===== src/rtl/decode_pkg.sv =====
// Shared constants and types for the RV32I decode stage: opcodes, ALU encodings,
// immediate formats and the registered decode bundle.
package decode_pkg;

    localparam int XLEN     = 32;
    localparam int REG_AW   = 5;
    localparam int ALU_OP_W = 4;
    localparam int PC_W     = 32;

    localparam logic [6:0] OPC_OP     = 7'b0110011;
    localparam logic [6:0] OPC_OP_IMM = 7'b0010011;
    localparam logic [6:0] OPC_LOAD   = 7'b0000011;
    localparam logic [6:0] OPC_STORE  = 7'b0100011;
    localparam logic [6:0] OPC_BRANCH = 7'b1100011;
    localparam logic [6:0] OPC_JAL    = 7'b1101111;
    localparam logic [6:0] OPC_JALR   = 7'b1100111;
    localparam logic [6:0] OPC_LUI    = 7'b0110111;
    localparam logic [6:0] OPC_AUIPC  = 7'b0010111;

    typedef enum logic [ALU_OP_W-1:0] {
        ALU_AND  = 4'b0001,
        ALU_OR   = 4'b0010,
        ALU_XOR  = 4'b0011,
        ALU_ADD  = 4'b0100,
        ALU_SUB  = 4'b0101,
        ALU_SRA  = 4'b0111,
        ALU_SLL  = 4'b1000,
        ALU_SRL  = 4'b1001,
        ALU_SLT  = 4'b1100,
        ALU_SLTU = 4'b1101
    } alu_op_e;

    typedef enum logic [2:0] {
        FMT_R,
        FMT_I,
        FMT_S,
        FMT_B,
        FMT_U,
        FMT_J
    } fmt_e;

    typedef struct packed {
        logic [REG_AW-1:0]   rs1;
        logic [REG_AW-1:0]   rs2;
        logic [REG_AW-1:0]   rd;
        logic [ALU_OP_W-1:0] alu_op;
        logic [XLEN-1:0]     imm;
        logic                use_imm;
        logic                reg_write;
        logic                mem_read;
        logic                mem_write;
        logic                branch;
        logic                jump;
        logic [2:0]          funct3;
        logic                illegal;
    } dec_t;

    // alt selects SUB/SRA (instr[30]) where the encoding allows it.
    function automatic alu_op_e alu_from_f3(input logic [2:0] f3, input logic alt);
        case (f3)
            3'b000:  return alt ? ALU_SUB : ALU_ADD;
            3'b001:  return ALU_SLL;
            3'b010:  return ALU_SLT;
            3'b011:  return ALU_SLTU;
            3'b100:  return ALU_XOR;
            3'b101:  return alt ? ALU_SRA : ALU_SRL;
            3'b110:  return ALU_OR;
            default: return ALU_AND;
        endcase
    endfunction

endpackage


===== src/rtl/imm_gen.sv =====
// Immediate generator: picks the RV32I immediate layout for the given format and
// sign-extends it from instr[31]. R-type has no immediate and yields zero.
module imm_gen
    import decode_pkg::*;
(
    input  logic [31:7]     instr,
    input  fmt_e            fmt,
    output logic [XLEN-1:0] imm
);

    always_comb begin
        imm = '0;
        case (fmt)
            FMT_I: imm = {{(XLEN-12){instr[31]}}, instr[31:20]};
            FMT_S: imm = {{(XLEN-12){instr[31]}}, instr[31:25], instr[11:7]};
            FMT_B: imm = {{(XLEN-13){instr[31]}}, instr[31], instr[7], instr[30:25],
                          instr[11:8], 1'b0};
            FMT_U: imm = {instr[31:12], 12'b0};
            FMT_J: imm = {{(XLEN-21){instr[31]}}, instr[31], instr[19:12], instr[20],
                          instr[30:21], 1'b0};
            default: imm = '0;
        endcase
    end

endmodule


===== src/rtl/decode_stage.sv =====
// Registered RV32I decode stage with valid/ready on both sides; the decoded bundle
// is computed combinationally from in_instr and captured on accept.
module decode_stage
    import decode_pkg::*;
(
    input  logic                clk,
    input  logic                rst,
    input  logic                flush,
    input  logic                in_valid,
    output logic                in_ready,
    input  logic [31:0]         in_instr,
    input  logic [PC_W-1:0]     in_pc,
    output logic                out_valid,
    input  logic                out_ready,
    output logic [PC_W-1:0]     out_pc,
    output logic [REG_AW-1:0]   rs1,
    output logic [REG_AW-1:0]   rs2,
    output logic [REG_AW-1:0]   rd,
    output logic [ALU_OP_W-1:0] alu_op,
    output logic [XLEN-1:0]     imm,
    output logic                use_imm,
    output logic                reg_write,
    output logic                mem_read,
    output logic                mem_write,
    output logic                branch,
    output logic                jump,
    output logic [2:0]          out_funct3,
    output logic                illegal
);

    logic [6:0]      opcode;
    logic [2:0]      f3;
    logic [6:0]      f7;
    fmt_e            fmt;
    logic            legal;
    logic [XLEN-1:0] imm_w;
    dec_t            dec;
    logic            accept;

    dec_t            bundle_d, bundle_q;
    logic [PC_W-1:0] pc_d, pc_q;
    logic            valid_d, valid_q;

    assign opcode = in_instr[6:0];
    assign f3     = in_instr[14:12];
    assign f7     = in_instr[31:25];

    // Format depends on opcode alone, kept apart so imm_gen never loops back into decode.
    always_comb begin
        fmt = FMT_R;
        case (opcode)
            OPC_OP_IMM, OPC_LOAD, OPC_JALR: fmt = FMT_I;
            OPC_STORE:                      fmt = FMT_S;
            OPC_BRANCH:                     fmt = FMT_B;
            OPC_LUI, OPC_AUIPC:             fmt = FMT_U;
            OPC_JAL:                        fmt = FMT_J;
            default:                        fmt = FMT_R;
        endcase
    end

    imm_gen u_imm_gen (
        .instr (in_instr[31:7]),
        .fmt   (fmt),
        .imm   (imm_w)
    );

    always_comb begin
        dec   = '0;
        legal = 1'b0;
        case (opcode)
            OPC_OP: begin
                dec.rs1       = in_instr[19:15];
                dec.rs2       = in_instr[24:20];
                dec.rd        = in_instr[11:7];
                dec.alu_op    = alu_from_f3(f3, in_instr[30]);
                dec.reg_write = 1'b1;
                legal = (f7 == 7'b0000000) ||
                        ((f7 == 7'b0100000) && ((f3 == 3'b000) || (f3 == 3'b101)));
            end
            OPC_OP_IMM: begin
                dec.rs1       = in_instr[19:15];
                dec.rd        = in_instr[11:7];
                dec.alu_op    = alu_from_f3(f3, (f3 == 3'b101) && in_instr[30]);
                dec.use_imm   = 1'b1;
                dec.reg_write = 1'b1;
                if (f3 == 3'b001)      legal = (f7 == 7'b0000000);
                else if (f3 == 3'b101) legal = (f7 == 7'b0000000) || (f7 == 7'b0100000);
                else                   legal = 1'b1;
            end
            OPC_LOAD: begin
                dec.rs1       = in_instr[19:15];
                dec.rd        = in_instr[11:7];
                dec.alu_op    = ALU_ADD;
                dec.use_imm   = 1'b1;
                dec.mem_read  = 1'b1;
                dec.reg_write = 1'b1;
                legal = f3 inside {3'b000, 3'b001, 3'b010, 3'b100, 3'b101};
            end
            OPC_STORE: begin
                dec.rs1       = in_instr[19:15];
                dec.rs2       = in_instr[24:20];
                dec.alu_op    = ALU_ADD;
                dec.use_imm   = 1'b1;
                dec.mem_write = 1'b1;
                legal = f3 inside {3'b000, 3'b001, 3'b010};
            end
            OPC_BRANCH: begin
                dec.rs1    = in_instr[19:15];
                dec.rs2    = in_instr[24:20];
                dec.alu_op = ALU_SUB;
                dec.branch = 1'b1;
                legal = !(f3 inside {3'b010, 3'b011});
            end
            OPC_JAL: begin
                dec.rd        = in_instr[11:7];
                dec.alu_op    = ALU_ADD;
                dec.jump      = 1'b1;
                dec.reg_write = 1'b1;
                legal = 1'b1;
            end
            OPC_JALR: begin
                dec.rs1       = in_instr[19:15];
                dec.rd        = in_instr[11:7];
                dec.alu_op    = ALU_ADD;
                dec.use_imm   = 1'b1;
                dec.jump      = 1'b1;
                dec.reg_write = 1'b1;
                legal = (f3 == 3'b000);
            end
            OPC_LUI, OPC_AUIPC: begin
                dec.rd        = in_instr[11:7];
                dec.alu_op    = ALU_ADD;
                dec.use_imm   = 1'b1;
                dec.reg_write = 1'b1;
                legal = 1'b1;
            end
            default: legal = 1'b0;
        endcase
        dec.imm       = imm_w;
        dec.funct3    = f3;
        dec.reg_write = dec.reg_write && (dec.rd != '0);
        if (!legal) begin
            dec         = '0;
            dec.illegal = 1'b1;
        end
    end

    // Handshake: a beat moves on a side when its valid and ready are both high on the
    // rising edge. in_ready = !out_valid | out_ready, so an outgoing and incoming beat in
    // the same cycle replace the bundle with no bubble. flush drops the held bundle and
    // any same-cycle input but does not touch in_ready.
    assign in_ready = !valid_q || out_ready;
    assign accept   = in_valid && in_ready && !flush;

    always_comb begin
        valid_d  = valid_q;
        bundle_d = bundle_q;
        pc_d     = pc_q;
        if (flush) begin
            valid_d = 1'b0;
        end else if (accept) begin
            valid_d  = 1'b1;
            bundle_d = dec;
            pc_d     = in_pc;
        end else if (valid_q && out_ready) begin
            valid_d = 1'b0;
        end
    end

    always_ff @(posedge clk) begin
        if (rst) begin
            valid_q  <= 1'b0;
            bundle_q <= '0;
            pc_q     <= '0;
        end else begin
            valid_q  <= valid_d;
            bundle_q <= bundle_d;
            pc_q     <= pc_d;
        end
    end

    assign out_valid  = valid_q;
    assign out_pc     = pc_q;
    assign rs1        = bundle_q.rs1;
    assign rs2        = bundle_q.rs2;
    assign rd         = bundle_q.rd;
    assign alu_op     = bundle_q.alu_op;
    assign imm        = bundle_q.imm;
    assign use_imm    = bundle_q.use_imm;
    assign reg_write  = bundle_q.reg_write;
    assign mem_read   = bundle_q.mem_read;
    assign mem_write  = bundle_q.mem_write;
    assign branch     = bundle_q.branch;
    assign jump       = bundle_q.jump;
    assign out_funct3 = bundle_q.funct3;
    assign illegal    = bundle_q.illegal;

endmodule


===== config.mk =====
export PLATFORM = sky130hd
export DESIGN_NAME = decode_stage
export DESIGN_NICKNAME = d
export VERILOG_FILES = /design/src/rtl/decode_pkg.sv /design/src/rtl/imm_gen.sv /design/src/rtl/decode_stage.sv
export SDC_FILE = /design/constraint.sdc
export NUM_CORES = 1
export LEC_CHECK = 0
export CAP_MARGIN = 10
export CORE_UTILIZATION = 45
export DETAILED_ROUTE_END_ITERATION = 8
export PLACE_DENSITY = 0.82
export SLEW_MARGIN = 20
export SYNTH_ARGS = -nofsm -noshare
export SYNTH_HDL_FRONTEND = slang
export SYNTH_SLANG_ARGS = --single-unit

===== constraint.sdc =====
create_clock -name clk -period 6.3 [get_ports clk]
set_clock_uncertainty 0.1 [all_clocks]
set_input_delay 1.26 -clock clk [delete_from_list [all_inputs] [get_ports clk]]
set_output_delay 1.26 -clock clk [all_outputs]
set_load 0.01 [all_outputs]

==> results.txt <==
status = finished clean
Most used DFF post-synth = dfxtp_1
post-synth cell types = 51
number of diodes = 0
Core Area = 9196 sq um
Synth Area per Inst = 8.371 sq um
layout cells sized above 1 = 0.08810
Adder-Cell Fraction of Synth Area = 0.005275
Fmax = 215.0 MHz
Post-synth EDFFs = 0
register bit count reported by yosys = 94
Final Setup Violations = 0
# resized after CTS = 0
gr usage total = 0.2503
RSZ-0062 raised after global routing = false
Period Utilization, post-route = 0.7384
Slew Limit Headroom = 0.2590
transition time of the tightest slew-check pin = 1.111 ns
CP cell instances = clkdlybuf4s50_1, or3b_1, a211o_2, ha_1, maj3_1, o21ai_2, nand2b_1, a22oi_1, o31ai_2
num rows = 35
Num CTS Buffers = 9
wire per inst = 16.19 um
HP Class = reg2reg
initial antenna violation count = 0
Worst EP required = 6.48 ns
Post-Route WL = 12.28 mm
gp weighted congestion = 0.9989
commonest non-fill, non-tap cells in the layout = 162 x clkdlybuf4s50_1, 124 x nand2_1, 94 x dfxtp_1, 75 x a21oi_1, 24 x o31ai_2
first-pass GRT wire length = 19.53 mm
routed vias = 4219
hold buffers post-CTS = 0
num ports = 164
CTS Sinks = 94
CTS max path bufs = 2
Root Driver = clkbuf_8
Max Slew Vio Count = 0
Worst setup SP type = primary input
Synth Area in Compound Gates = 0.2509
Final Hold Viols = 0
DP HPWL = 8.519 mm
Initial Util = 0.4642
Net Count, Synth = 580
Synth Warn # = 0
CP Class = in2reg
multiplexer share of the synthesized area = 0.002638
postcts setup bufs = 0
Layout area overhead = 41.76%
Max rail drop VDD = 142.1 uV
crit path max fanout = 18
DRT Pass-1 Iters = 6
DR DRC count = 0
Design Area, Final = 6052 sq um
Crit. End Element = flop
Synth Cell Area = 4269 sq um
min Tclk post-route = 4.652 ns
Power Density = 197.1 nW/um^2
Placement Cell Area = 5809 sq um
die width = 99.40 um
slowest stage cell, crit path = clkdlybuf4s50_1
largest net degree at the start of global routing = 97
ys async rst share = 0
commonest non-fill, non-tap cell in the layout = clkdlybuf4s50_1
Lkg Pwr = 2.043 nW
largest family of logic cells by synthesized area = compound AO/OA/AOI/OAI gates
CTS H-tree lvls = 3
vias in the first global route = 4056
worst skew pair latency = 0.37 ns
Via density = 5.566
XOR/XNOR Fraction of Synth Area = 0.002052
# port buffers = 163
layout net count = 712
post-route ant nets = 0
max-cap violations = 0
Die Y-Extent = 99.40 um
clk slew on worst S/H paths = 0.10 ns
gr ovfl total = 0
CTS tree = done
setup TNS = 0 ns
sequential share of the synthesized area = 0.4408
post-synthesis cell count = 510
DR iter-0 viols = 284
post-synthesis simple-gate area fraction = 0.2362
CP arrival = 4.83 ns
slowest stage delay, CP = 0.74 ns
Die ar. = 9880 sq um
## synthesized netlist by cell type, types with 2 or more instances
master,n,area [sq um]
buf_1,3,11.26
o2bb2ai_1,2,17.52
o21a_1,3,22.52
nor2_1,19,71.32
nand4b_1,5,43.79
nor2b_1,3,18.77
clkbuf_1,23,86.33
and3_1,6,37.54
o31ai_2,24,300.3
nand2b_1,6,37.54
a21boi_0,2,15.01
nand3_1,7,35.03
a31oi_1,2,12.51
inv_1,3,11.26
dfxtp_1,94,1882
buf_2,8,40.04
buf_4,4,30.03
buf_6,6,67.56
o21ai_0,14,70.07
a21oi_1,75,375.4
nor3_1,8,40.04
nand3b_1,8,60.06
nor3b_1,2,15.01
o31ai_1,2,15.01
nand2_1,124,465.5
nand4_1,18,112.6
a22oi_1,15,112.6
## per-layer routing
| layer | GRT usage | vias up | wire, um |
|---|---|---|---|
| met5 | 0 | - | 0 |
| met4 | 0.1176 | 0 | 374 |
| met3 | 0.06887 | 40 | 1044 |
| met2 | 0.4065 | 188 | 5666 |
| met1 | 0.3082 | 1936 | 5189 |
| li1 | - | 2055 | - |
## critical path, delay by kind of cell
kind | cells | cell delay [ns]
buf+inv | 1 | 0.74
compound gates | 4 | 1.10
simple gates | 2 | 1.00
fa+ha+maj | 2 | 0.74
## through the flow
stage | setup WS [ns] | cells | hold slack [ns] | power (mW) | util
after floorplan | 2.435 | 510 | 0.3761 | 0.6927 | -
after global placement | 1.483 | 741 | 0.3362 | 0.7699 | 0.6317
after detailed placement | 1.321 | 741 | 0.3417 | 0.7730 | 0.6317
after CTS | 1.698 | 757 | 0.3604 | 1.198 | 0.6546
after global routing | 1.487 | 758 | 0.3775 | 1.240 | 0.6581
final | 1.648 | 758 | 0.3577 | 1.193 | 0.6581
## area by class of cell
class	count	area [sq um]
sequential	94	1882
clock inverter	7	86.33
inverter	4	15.01
fill	768	3144
tap	111	138.9
multi-input combinational	367	2135
clock buffer	9	123.9
timing repair buffer	166	1672
## final timing paths
check                    startpoint                    to  slack [ns]  cells past startpoint
min reg2reg     rs2[3]$_SDFFE_PP0P_   rs2[3]$_SDFFE_PP0P_        0.36                      2
max reg2reg  out_valid$_SDFFE_PP0P_   imm[0]$_SDFFE_PP0P_        4.09                      6
max                     in_instr[4]  imm[28]$_SDFFE_PP0P_        1.65                      9
min             rs2[3]$_SDFFE_PP0P_   rs2[3]$_SDFFE_PP0P_        0.36                      2
## kinds of logic (layout without fill, tap and decap cells)
kind of cell / Yosys count / after routing
multiplexers: 1 / 1
XOR/XNOR: 1 / 1
AND/OR/NAND/NOR: 213 / 213
buffers and inverters: 49 / 186
adder cells (fa/ha/maj): 2 / 2
AO/OA/AOI/OAI: 150 / 150
flip-flops: 94 / 94
## where the power goes
part	total, mW	switching, mW	internal, mW
Sequential	0.609	0.00502	0.604
Combinational	0.152	0.0802	0.0723
Clock	0.431	0.238	0.193
## flip-flops by register name, indices dropped and copies added, names as in the netlist, 3 cells and up
register and flops:
imm 32, rs1 5, rd 5, out_pc 32, alu_op 4, rs2 5
out_funct3 3
Power figures use the tool's default switching activity.
